===== config.mk =====
export PLATFORM = sky130hd
export DESIGN_NAME = fifo_frame_rd_ctrl_flat
export DESIGN_NICKNAME = d
export VERILOG_FILES = /design/src/rtl/fifo_frame_rd_ctrl_if.sv /design/src/rtl/fifo_frame_rd_ctrl.sv /design/src/flat_wrapper.sv
export SDC_FILE = /design/constraint.sdc
export NUM_CORES = 1
export LEC_CHECK = 0
export CAP_MARGIN = 20
export CORE_MARGIN = 2
export CORE_UTILIZATION = 25
export DETAILED_ROUTE_END_ITERATION = 10
export PLACE_DENSITY_LB_ADDON = 0.1
export SLEW_MARGIN = 10
export SYNTH_ARGS = -nofsm -noshare
export SYNTH_HDL_FRONTEND = slang
export SYNTH_SLANG_ARGS = --single-unit

===== constraint.sdc =====
create_clock -name sys_clk -period 8.99 [get_ports sys_clk]
set_clock_uncertainty 0.2 [all_clocks]
set_input_delay 2.2475 -clock sys_clk [delete_from_list [all_inputs] [get_ports sys_clk]]
set_output_delay 2.2475 -clock sys_clk [all_outputs]
set_load 0.01 [all_outputs]

===== src/rtl/fifo_frame_rd_ctrl_if.sv =====
// -----------------------------------------------------------------------------
// fifo_frame_rd_ctrl_if
// Bundles the two data-carrying sides of the frame read controller:
//   FIFO read port : fifo_rd_level, fifo_empty, fifo_rd_data (into controller),
//                    fifo_rd_en (out of controller)
//   Frame stream   : m_data, m_valid, m_sop, m_eop (out of controller),
//                    m_ready (into controller)
// Modports:
//   master - the frame read controller
//   slave  - the FIFO plus the downstream consumer
//
// Stream handshake: a beat transfers on every rising clock edge where
// m_valid and m_ready are both high. Once m_valid is raised, m_data, m_sop
// and m_eop stay unchanged until the beat transfers; m_ready may change in
// any cycle and never depends combinationally on m_valid being low.
// m_sop and m_eop carry meaning only while m_valid is high.
// -----------------------------------------------------------------------------
interface fifo_frame_rd_ctrl_if #(
    parameter int DATA_W  = 31,
    parameter int LEVEL_W = 10
);
    logic [LEVEL_W-1:0] fifo_rd_level;
    logic               fifo_empty;
    logic               fifo_rd_en;
    logic [DATA_W-1:0]  fifo_rd_data;

    logic [DATA_W-1:0]  m_data;
    logic               m_valid;
    logic               m_sop;
    logic               m_eop;
    logic               m_ready;

    modport master (
        input  fifo_rd_level,
        input  fifo_empty,
        input  fifo_rd_data,
        input  m_ready,
        output fifo_rd_en,
        output m_data,
        output m_valid,
        output m_sop,
        output m_eop
    );

    modport slave (
        output fifo_rd_level,
        output fifo_empty,
        output fifo_rd_data,
        output m_ready,
        input  fifo_rd_en,
        input  m_data,
        input  m_valid,
        input  m_sop,
        input  m_eop
    );
endinterface


===== src/rtl/fifo_frame_rd_ctrl.sv =====
// -----------------------------------------------------------------------------
// fifo_frame_rd_ctrl
// Read-side scheduler for the audio sample FIFO. Waits until the FIFO holds
// START_LEVEL words, then reads exactly FRAME_LEN words and presents them as
// one framed burst (sop on the first beat, eop on the last) to the FFT/FIR
// datapath. The FIFO has a 1-cycle read latency; returning words land in a
// 2-entry output buffer so downstream backpressure never loses data.
//
// Ports:
//   sys_clk, sys_rstn : clock, asynchronous active-low reset
//   enable            : run request, sampled in IDLE and at frame end
//   bus (master)      : FIFO read port and frame stream, see fifo_frame_rd_ctrl_if
//   busy              : high in WAIT_LVL, BURST and DRAIN
//   frame_cnt         : completed frames, wraps at 16 bits
//   underrun_err      : sticky, FIFO was empty while a frame read was owed
//   state_dbg         : current FSM state (IDLE=0, WAIT_LVL=1, BURST=2, DRAIN=3)
//   snap_level        : only with FRAME_LEVEL_SNAP_EN defined; FIFO level
//                       captured when each frame starts
//
// Optional feature macro: FRAME_LEVEL_SNAP_EN
// -----------------------------------------------------------------------------
module fifo_frame_rd_ctrl #(
    parameter int DATA_W      = 31,
    parameter int LEVEL_W     = 10,
    parameter int FRAME_LEN   = 256,
    parameter int START_LEVEL = 256
) (
    input  logic                 sys_clk,
    input  logic                 sys_rstn,
    input  logic                 enable,
    fifo_frame_rd_ctrl_if.master bus,
    output logic                 busy,
    output logic [15:0]          frame_cnt,
    output logic                 underrun_err,
    output logic [1:0]           state_dbg
`ifdef FRAME_LEVEL_SNAP_EN
    ,
    output logic [LEVEL_W-1:0]   snap_level
`endif
);

    typedef enum logic [1:0] {
        IDLE     = 2'd0,
        WAIT_LVL = 2'd1,
        BURST    = 2'd2,
        DRAIN    = 2'd3
    } state_t;

    state_t             state_q;
    state_t             state_d;

    logic [LEVEL_W-1:0] rd_left;
    logic [LEVEL_W-1:0] out_cnt;
    logic               inflight;

    logic [DATA_W-1:0]  buf_mem [2];
    logic               head_ptr;
    logic               tail_ptr;
    logic [1:0]         buf_occ;

    logic               valid;
    logic               pop;
    logic               eop_beat;
    logic               eop_hs;
    logic               level_ok;
    logic               frame_start;
    logic [2:0]         credit_sum;
    logic               credit_ok;
    logic               read_owed;
    logic               rd_en;

    // ------------------------------------------------------------------
    // Combinational datapath control
    // ------------------------------------------------------------------
    assign valid    = (buf_occ != 2'd0);
    assign pop      = valid & bus.m_ready;
    assign eop_beat = (out_cnt == LEVEL_W'(FRAME_LEN - 1));
    assign eop_hs   = pop & eop_beat;
    assign level_ok = (bus.fifo_rd_level >= LEVEL_W'(START_LEVEL));

    // Words already held plus the word still returning from the FIFO, less
    // the beat leaving this cycle, must leave room for one more word.
    // pop implies buf_occ >= 1, so the subtraction cannot wrap.
    assign credit_sum = {1'b0, buf_occ} + {2'b00, inflight} - {2'b00, pop};
    assign credit_ok  = (credit_sum < 3'd2);

    assign read_owed = (state_q == BURST) && (rd_left != '0) && credit_ok;
    assign rd_en     = read_owed && !bus.fifo_empty;

    assign bus.fifo_rd_en = rd_en;
    assign bus.m_valid    = valid;
    assign bus.m_data     = buf_mem[head_ptr];
    assign bus.m_sop      = valid & (out_cnt == '0);
    assign bus.m_eop      = valid & eop_beat;

    assign busy      = (state_q != IDLE);
    assign state_dbg = state_q;

    // ------------------------------------------------------------------
    // FSM
    // ------------------------------------------------------------------
    always_ff @(posedge sys_clk or negedge sys_rstn) begin
        if (!sys_rstn) begin
            state_q <= IDLE;
        end else begin
            state_q <= state_d;
        end
    end

    always_comb begin
        state_d     = state_q;
        frame_start = 1'b0;
        case (state_q)
            IDLE: begin
                if (enable) begin
                    state_d = WAIT_LVL;
                end
            end
            WAIT_LVL: begin
                if (level_ok) begin
                    state_d     = BURST;
                    frame_start = 1'b1;
                end else if (!enable) begin
                    state_d = IDLE;
                end
            end
            BURST: begin
                // The frame is committed once started; enable is ignored
                // until the eop beat has been accepted.
                if (rd_en && (rd_left == LEVEL_W'(1))) begin
                    state_d = DRAIN;
                end
            end
            DRAIN: begin
                if (eop_hs) begin
                    state_d = enable ? WAIT_LVL : IDLE;
                end
            end
            default: begin
                state_d = IDLE;
            end
        endcase
    end

    // ------------------------------------------------------------------
    // Read accounting, output buffer, framing counters
    // ------------------------------------------------------------------
    always_ff @(posedge sys_clk or negedge sys_rstn) begin
        if (!sys_rstn) begin
            rd_left      <= '0;
            inflight     <= 1'b0;
            buf_mem[0]   <= '0;
            buf_mem[1]   <= '0;
            head_ptr     <= 1'b0;
            tail_ptr     <= 1'b0;
            buf_occ      <= 2'd0;
            out_cnt      <= '0;
            frame_cnt    <= 16'd0;
            underrun_err <= 1'b0;
        end else begin
            if (frame_start) begin
                rd_left <= LEVEL_W'(FRAME_LEN);
            end else if (rd_en) begin
                rd_left <= rd_left - LEVEL_W'(1);
            end

            // fifo_rd_data is valid exactly one cycle after the strobe.
            inflight <= rd_en;

            if (inflight) begin
                buf_mem[tail_ptr] <= bus.fifo_rd_data;
                tail_ptr          <= ~tail_ptr;
            end
            if (pop) begin
                head_ptr <= ~head_ptr;
            end
            buf_occ <= buf_occ + {1'b0, inflight} - {1'b0, pop};

            if (eop_hs) begin
                out_cnt   <= '0;
                frame_cnt <= frame_cnt + 16'd1;
            end else if (pop) begin
                out_cnt <= out_cnt + LEVEL_W'(1);
            end

            if (read_owed && bus.fifo_empty) begin
                underrun_err <= 1'b1;
            end
        end
    end

`ifdef FRAME_LEVEL_SNAP_EN
    // Slack monitor: how full the FIFO was when each frame was launched.
    always_ff @(posedge sys_clk or negedge sys_rstn) begin
        if (!sys_rstn) begin
            snap_level <= '0;
        end else if (frame_start) begin
            snap_level <= bus.fifo_rd_level;
        end
    end
`endif

endmodule

===== src/flat_wrapper.sv =====
// flat-port wrapper written by rule: the top's interface ports become plain ports
module fifo_frame_rd_ctrl_flat 
#(
    parameter int DATA_W      = 31,
    parameter int LEVEL_W     = 10,
    parameter int FRAME_LEN   = 256,
    parameter int START_LEVEL = 256
)
  (sys_clk, sys_rstn, enable, busy, frame_cnt, underrun_err, state_dbg, bus_fifo_rd_level, bus_fifo_empty, bus_fifo_rd_data, bus_m_ready, bus_fifo_rd_en, bus_m_data, bus_m_valid, bus_m_sop, bus_m_eop);
  fifo_frame_rd_ctrl_if #(.DATA_W(DATA_W), .LEVEL_W(LEVEL_W)) bus_i ();
  input  logic sys_clk;
  input  logic sys_rstn;
  input  logic enable;
  output logic busy;
  output logic [15:0] frame_cnt;
  output logic underrun_err;
  output logic [1:0] state_dbg;
  input wire logic [$bits(bus_i.fifo_rd_level)-1:0] bus_fifo_rd_level;
  input wire logic [$bits(bus_i.fifo_empty)-1:0] bus_fifo_empty;
  input wire logic [$bits(bus_i.fifo_rd_data)-1:0] bus_fifo_rd_data;
  input wire logic [$bits(bus_i.m_ready)-1:0] bus_m_ready;
  output wire logic [$bits(bus_i.fifo_rd_en)-1:0] bus_fifo_rd_en;
  output wire logic [$bits(bus_i.m_data)-1:0] bus_m_data;
  output wire logic [$bits(bus_i.m_valid)-1:0] bus_m_valid;
  output wire logic [$bits(bus_i.m_sop)-1:0] bus_m_sop;
  output wire logic [$bits(bus_i.m_eop)-1:0] bus_m_eop;
  assign bus_i.fifo_rd_level = bus_fifo_rd_level;
  assign bus_i.fifo_empty = bus_fifo_empty;
  assign bus_i.fifo_rd_data = bus_fifo_rd_data;
  assign bus_i.m_ready = bus_m_ready;
  assign bus_fifo_rd_en = bus_i.fifo_rd_en;
  assign bus_m_data = bus_i.m_data;
  assign bus_m_valid = bus_i.m_valid;
  assign bus_m_sop = bus_i.m_sop;
  assign bus_m_eop = bus_i.m_eop;
  fifo_frame_rd_ctrl #(.DATA_W(DATA_W), .LEVEL_W(LEVEL_W), .FRAME_LEN(FRAME_LEN), .START_LEVEL(START_LEVEL)) u_core (.sys_clk(sys_clk), .sys_rstn(sys_rstn), .enable(enable), .bus(bus_i), .busy(busy), .frame_cnt(frame_cnt), .underrun_err(underrun_err), .state_dbg(state_dbg));
endmodule

-- After elaboration in Yosys (flattened, before gate mapping)
Index checks and enable logic that the tools add are counted.
W data, S select, Z words.
- register bits: 106
- input bits: 46
- output and inout port bits: 55
- logic and storage cells: 74
- add/subtract/negate cells: 7
- order comparisons: 5
- eq/ne operators: 9
- multiplexer cells: 19
- bitwise operators: 8
- reduce and logical (&&, ||, !) cells: 15
- operator list (operator ; count):
    $mux W31 ; 4
    $bwmux W62 ; 1
    $mux W10 ; 4
    $demux W31 S1 ; 1
    $add A16 B1 Y16 const B ; 1
    $add A10 B1 Y10 const B ; 1
    $eq A10 B1 Y1 const B ; 1
    $eq A10 B8 Y1 const B ; 1
    $ge A10 B9 Y1 const B ; 1
    $logic_not A10 Y1 ; 1
    $mux W2 ; 5
    $reduce_bool A10 Y1 ; 1
    $sub A10 B1 Y10 const B ; 1
    $pmux W2 S4 ; 1
    $reduce_bool A2 Y1 ; 4
    $logic_and A1 B1 Y1 ; 6
    $and A1 B1 Y1 ; 4
    $eq A2 B2 Y1 const B ; 2
    $ge A2 B2 Y1 const B ; 2
    $ne A2 B2 Y1 const B ; 2
    $not A1 Y2 ; 2
    $reduce_and A4 Y1 ; 1
    $add A2 B1 Y3 ; 1
    $lt A3 B2 Y1 const B ; 1
    11 further kinds ; 14

-- Longest topological paths before layout
- depth after elaboration: 9
- mapped depth: 10
- depth with buffers taken out: 10

-- Worst setup path before layout
OpenSTA, ideal clock, no wires.
- kind: input to output
- start: input bus_m_ready
- end: output bus_fifo_rd_en
- arrival: 4.590 ns
- required time: 6.543 ns
- slack: 1.952 ns
- cell stages on the path: 10
- path buffers: 0
- cell sequence: o21ai_0 -> inv_1 -> ha_1 -> inv_1 -> ha_1 -> fa_1 -> nor4b_1 -> nand2_1 -> or2_2 -> inv_1
- cells in the longest elaborated chain, start to end: 5
- RTL lines (what ; RTL line ; source):
    start: declaration ; flat_wrapper.sv:21 ; input wire logic [$bits(bus_i.m_ready)-1:0] bus_m_ready;
    $and A1 B1 Y1 ; fifo_frame_rd_ctrl.sv:76 ; assign pop = valid & bus.m_ready;
    net u_core.pop ; fifo_frame_rd_ctrl.sv:62 ; logic pop;
    $sub A3 B1 Y3 ; fifo_frame_rd_ctrl.sv:84 ; assign credit_sum = {1'b0, buf_occ} + {2'b00, inflight} - {2'b00, pop};
    net u_core.credit_sum[1] ; fifo_frame_rd_ctrl.sv:67 ; logic [2:0] credit_sum;
    $lt A3 B2 Y1 ; fifo_frame_rd_ctrl.sv:85 ; assign credit_ok = (credit_sum < 3'd2);
    $logic_and A1 B1 Y1 ; fifo_frame_rd_ctrl.sv:87 ; assign read_owed = (state_q == BURST) && (rd_left != '0) && credit_ok;
    $logic_and A1 B1 Y1 ; fifo_frame_rd_ctrl.sv:88 ; assign rd_en = read_owed && !bus.fifo_empty;
    end: declaration ; flat_wrapper.sv:22 ; output wire logic [$bits(bus_i.fifo_rd_en)-1:0] bus_fifo_rd_en;
The timed path passes the listed nets, and every way through them passes these cells.

-- Final worst setup path
Ends and elaborated chain as after synthesis.

==> reports/metrics.csv <==
stage,metric,value,unit
sta,relSlewSlack,35.9,%
grt,grt_first_pass_wirelength,17.8,mm
placed_design,place_congestion,0.748,
yosys,netlist_top_cells_area,"dfrtp_1 (54%), mux2_2 (21%), xnor2_1 (2.3%)",
yosys,synth_edf_count,0,
sta,setup-tns-final,0,ns
yosys,synth_area,0.00490,mm2
grt,grt_pass1_vias,3358,
floorplan,start_util,25.4,%
sta,holdWs,0.272,ns
yosys,synthCells,381,
layout,finalNonFillerCells,746,
worst_setup_path,crit_fanout,7,
clock_tree,postCtsSetupRepairBufs,0,
drt,via_per_inst,4.41,
grt,grt_overflow,0,
sta,final-max-slew-violation-count,0,
worst_hold_path,hold_path_class,flip-flop to flip-flop,
worst_setup_path,critPathMaxStageDelay,0.53,ns
floorplan,die_y,144,um
clock_tree,hold_buffers,0,
worst_setup_path,path_depth,12,
clock_tree,clock-sinks,106,
clock_tree,cts_tree,done,
clock_tree,cts_buffer_depth,2,
drt,route.vias.total,3289,
floorplan,ios,101,
yosys,synth_seq_area_share,54.1,%
sta,fin_ws,0.601,ns
clock_tree,clk_latency,0.35,ns
floorplan,rows,51,
worst_setup_path,worst_setup_path_end_kind,primary output,
layout,area_delta_synth_final,32.0,%
yosys,syn_area_per_cell,12.9,um2
yosys,synth.net_count,436,
worst_setup_path,cp.required,6.54,ns
yosys,synth_top_area_share,54.1,%
yosys,async_flop_share,100,%
drt,post_drt_wl_per_cell,14.8,um
clock_tree,clockRootBuffer,clkbuf_16,
layout,fillers,1961,
yosys,yosys_register_bits,106,
power_and_ir_drop,peakVddDrop,0.111,mV
worst_setup_path,arrival,5.94,ns
floorplan,coreArea,0.0193,mm2
placed_design,dp_hpwl,7.19,mm
clock_tree,htreeDepth,3,
worst_hold_path,min_path_cells,1,
worst_setup_path,path_common_cell,inv_1,
placed_design,placedCellCount,730,
grt,antenna_found_initial,0,
yosys,yosysWarnings,0,
layout,num-nets-final,532,
layout,diodes,0,
sta,rsz0062_at_grt,false,
grt,grt_use_total,11.2,%
placed_design,pre_cts_slack,0.597,ns
yosys,synth_area_leader_cell,dfrtp_1,
drt,firstDrtPassIters,4,
power_and_ir_drop,p_leak,2.67,nW
yosys,synthFlopType,dfrtp_1,
clock_tree,clkTransAtPathRegs,0.07,ns
worst_setup_path,critPathSlowestCell,clkdlybuf4s50_1,
sta,finalCriticalPeriod,8.39,ns
power_and_ir_drop,p_total,2.03,mW
clock_tree,cts_resized,0,
run,max_cap_violations,0,
layout,drive_above_1_share,25.8,%
floorplan,dieWidth,144,um
worst_setup_path,path_buf_inv,5,
drt,route.detailed.drc,0,
power_and_ir_drop,powerDensity,314,mW/mm2
worst_setup_path,path_class,primary input to primary output,
worst_setup_path,crit_chain,"clkdlybuf4s50_1, o21ai_0, inv_1, ha_1, inv_1, ha_1, fa_1, nor4b_1, nand2_1, or2_2, inv_1, clkdlybuf4s50_1",
sta,fin_crit_sh,93.3,%
sta,clock.fmax,119,MHz
clock_tree,cts_buffers,9,
drt,first_iter_violations,137,
sta,setup_viol,0,
worst_setup_path,cp-start-kind,primary input,
status,status,"complete, no violations",
worst_setup_path,crit_family,buffers and inverters,
placed_design,portBuffers,92,
yosys,ys_types,43,
drt,wirelength,11.0,mm
floorplan,die_area,0.0208,mm2
sta,timing_hold_violations_final,0,
drt,drt.antenna.violating_nets,0,
worst_setup_path,ff2ff_path_depth,10,
sta,worstMarginPinSlew,0.961,ns
grt,grt_max_degree,74,
[cell type report]
cell class / instances / area [um2] / area share (%)
Clock inverter: 5 / 78.8 / 1.22
Timing Repair Buffer: 97 / 966 / 14.9
Clock buffer: 10 / 239 / 3.69
Tap cell: 265 / 332 / 5.12
Sequential cell: 106 / 2650 / 41.0
Inverter: 13 / 48.8 / 0.754
Multi-Input combinational cell: 250 / 2160 / 33.3
[cells in the final DEF, fill, tap and decap left out, types with 2 or more instances in the layout]
| master | count |
|---|---|
| and2_1 | 2 |
| and3_1 | 3 |
| and4_1 | 3 |
| buf_4 | 4 |
| bufinv_16 | 2 |
| clkbuf_16 | 9 |
| clkdlybuf4s50_1 | 91 |
| clkinv_2 | 2 |
| dfrtp_1 | 106 |
| ha_1 | 8 |
| inv_1 | 13 |
| mux2_2 | 93 |
| mux2i_1 | 7 |
| nand2_1 | 26 |
| nand3_1 | 14 |
| nand4_1 | 5 |
| nor2_1 | 6 |
| nor2b_1 | 2 |
| nor3_1 | 11 |
| nor3b_1 | 2 |
| nor4_1 | 8 |
| nor4b_1 | 3 |
| o211ai_1 | 2 |
| o21ai_0 | 7 |
| o21bai_1 | 2 |
| or2_2 | 3 |
| or4_1 | 2 |
| or4_4 | 2 |
| xnor2_1 | 13 |
| xor2_1 | 10 |
[cells by family (layout without fill, tap and decap cells)]
group	count (synthesis)	count (layout)	share of synthesized area [%]
multiplexers	100	100	22.8
XOR/XNOR	24	24	4.44
flip-flops	106	106	54.1
AND/OR/NAND/NOR	100	100	11.6
adder cells (fa/ha/maj)	9	9	2.45
AO/OA/AOI/OAI	17	17	2.53
buffers and inverters	25	125	2.07
[where the power goes]
part	total [mW]	switching [mW]	internal [mW]
Combinational	0.827	0.331	0.496
Sequential	0.777	0.118	0.659
Clock	0.427	0.177	0.250
Total	2.03	0.626	1.41
[layer usage]
layer | up-vias | track usage, % | routed length [um]
li1 | 1550 | - | -
met1 | 1658 | 14.7 | 5270
met2 | 71 | 17.6 | 5040
met3 | 10 | 2.98 | 526
met4 | 0 | 4.18 | 173
met5 | - | 0 | 0
[metrics by stage]
step / utilization [%] / area, um2
2_1_floorplan: - / 4900
3_3_place_gp: 31.7 / 6130
3_5_place_dp: 31.7 / 6140
4_1_cts: 33.4 / 6450
5_1_grt: 33.5 / 6470
6_report: 33.5 / 6470
[cell usage after synthesis, types with 8 or more instances]
cell     instances
nor4_1           8
inv_1           13
xor2_1          10
xnor2_1         13
dfrtp_1        106
nand2_1         26
nand3_1         14
nor3_1          11
ha_1             8
mux2_2          93
[state kept, by name (all words and copies together) (netlist names), named ones only]
signal	count
u_core.state_dbg	1
u_core.buf_mem	62
u_core.buf_occ	2
u_core.rd_left	10
u_core.tail_ptr	1
u_core.underrun_err	1
u_core.head_ptr	1
u_core.frame_cnt	16
u_core.out_cnt	10
u_core.inflight	1
[worst paths after layout]
kind                                   start                  to  slack, ns
max in group asynchronous           sys_rstn  u_core.buf_mem[16]       5.62
hold reg to reg              u_core.head_ptr     u_core.head_ptr       0.27
setup reg to reg           u_core.buf_occ[1]   u_core.rd_left[3]       5.11
hold / removal               u_core.head_ptr     u_core.head_ptr       0.27
min in group asynchronous           sys_rstn  u_core.buf_mem[37]       1.63
setup / recovery                 bus_m_ready      bus_fifo_rd_en       0.60
Power figures use the tool's default switching activity.
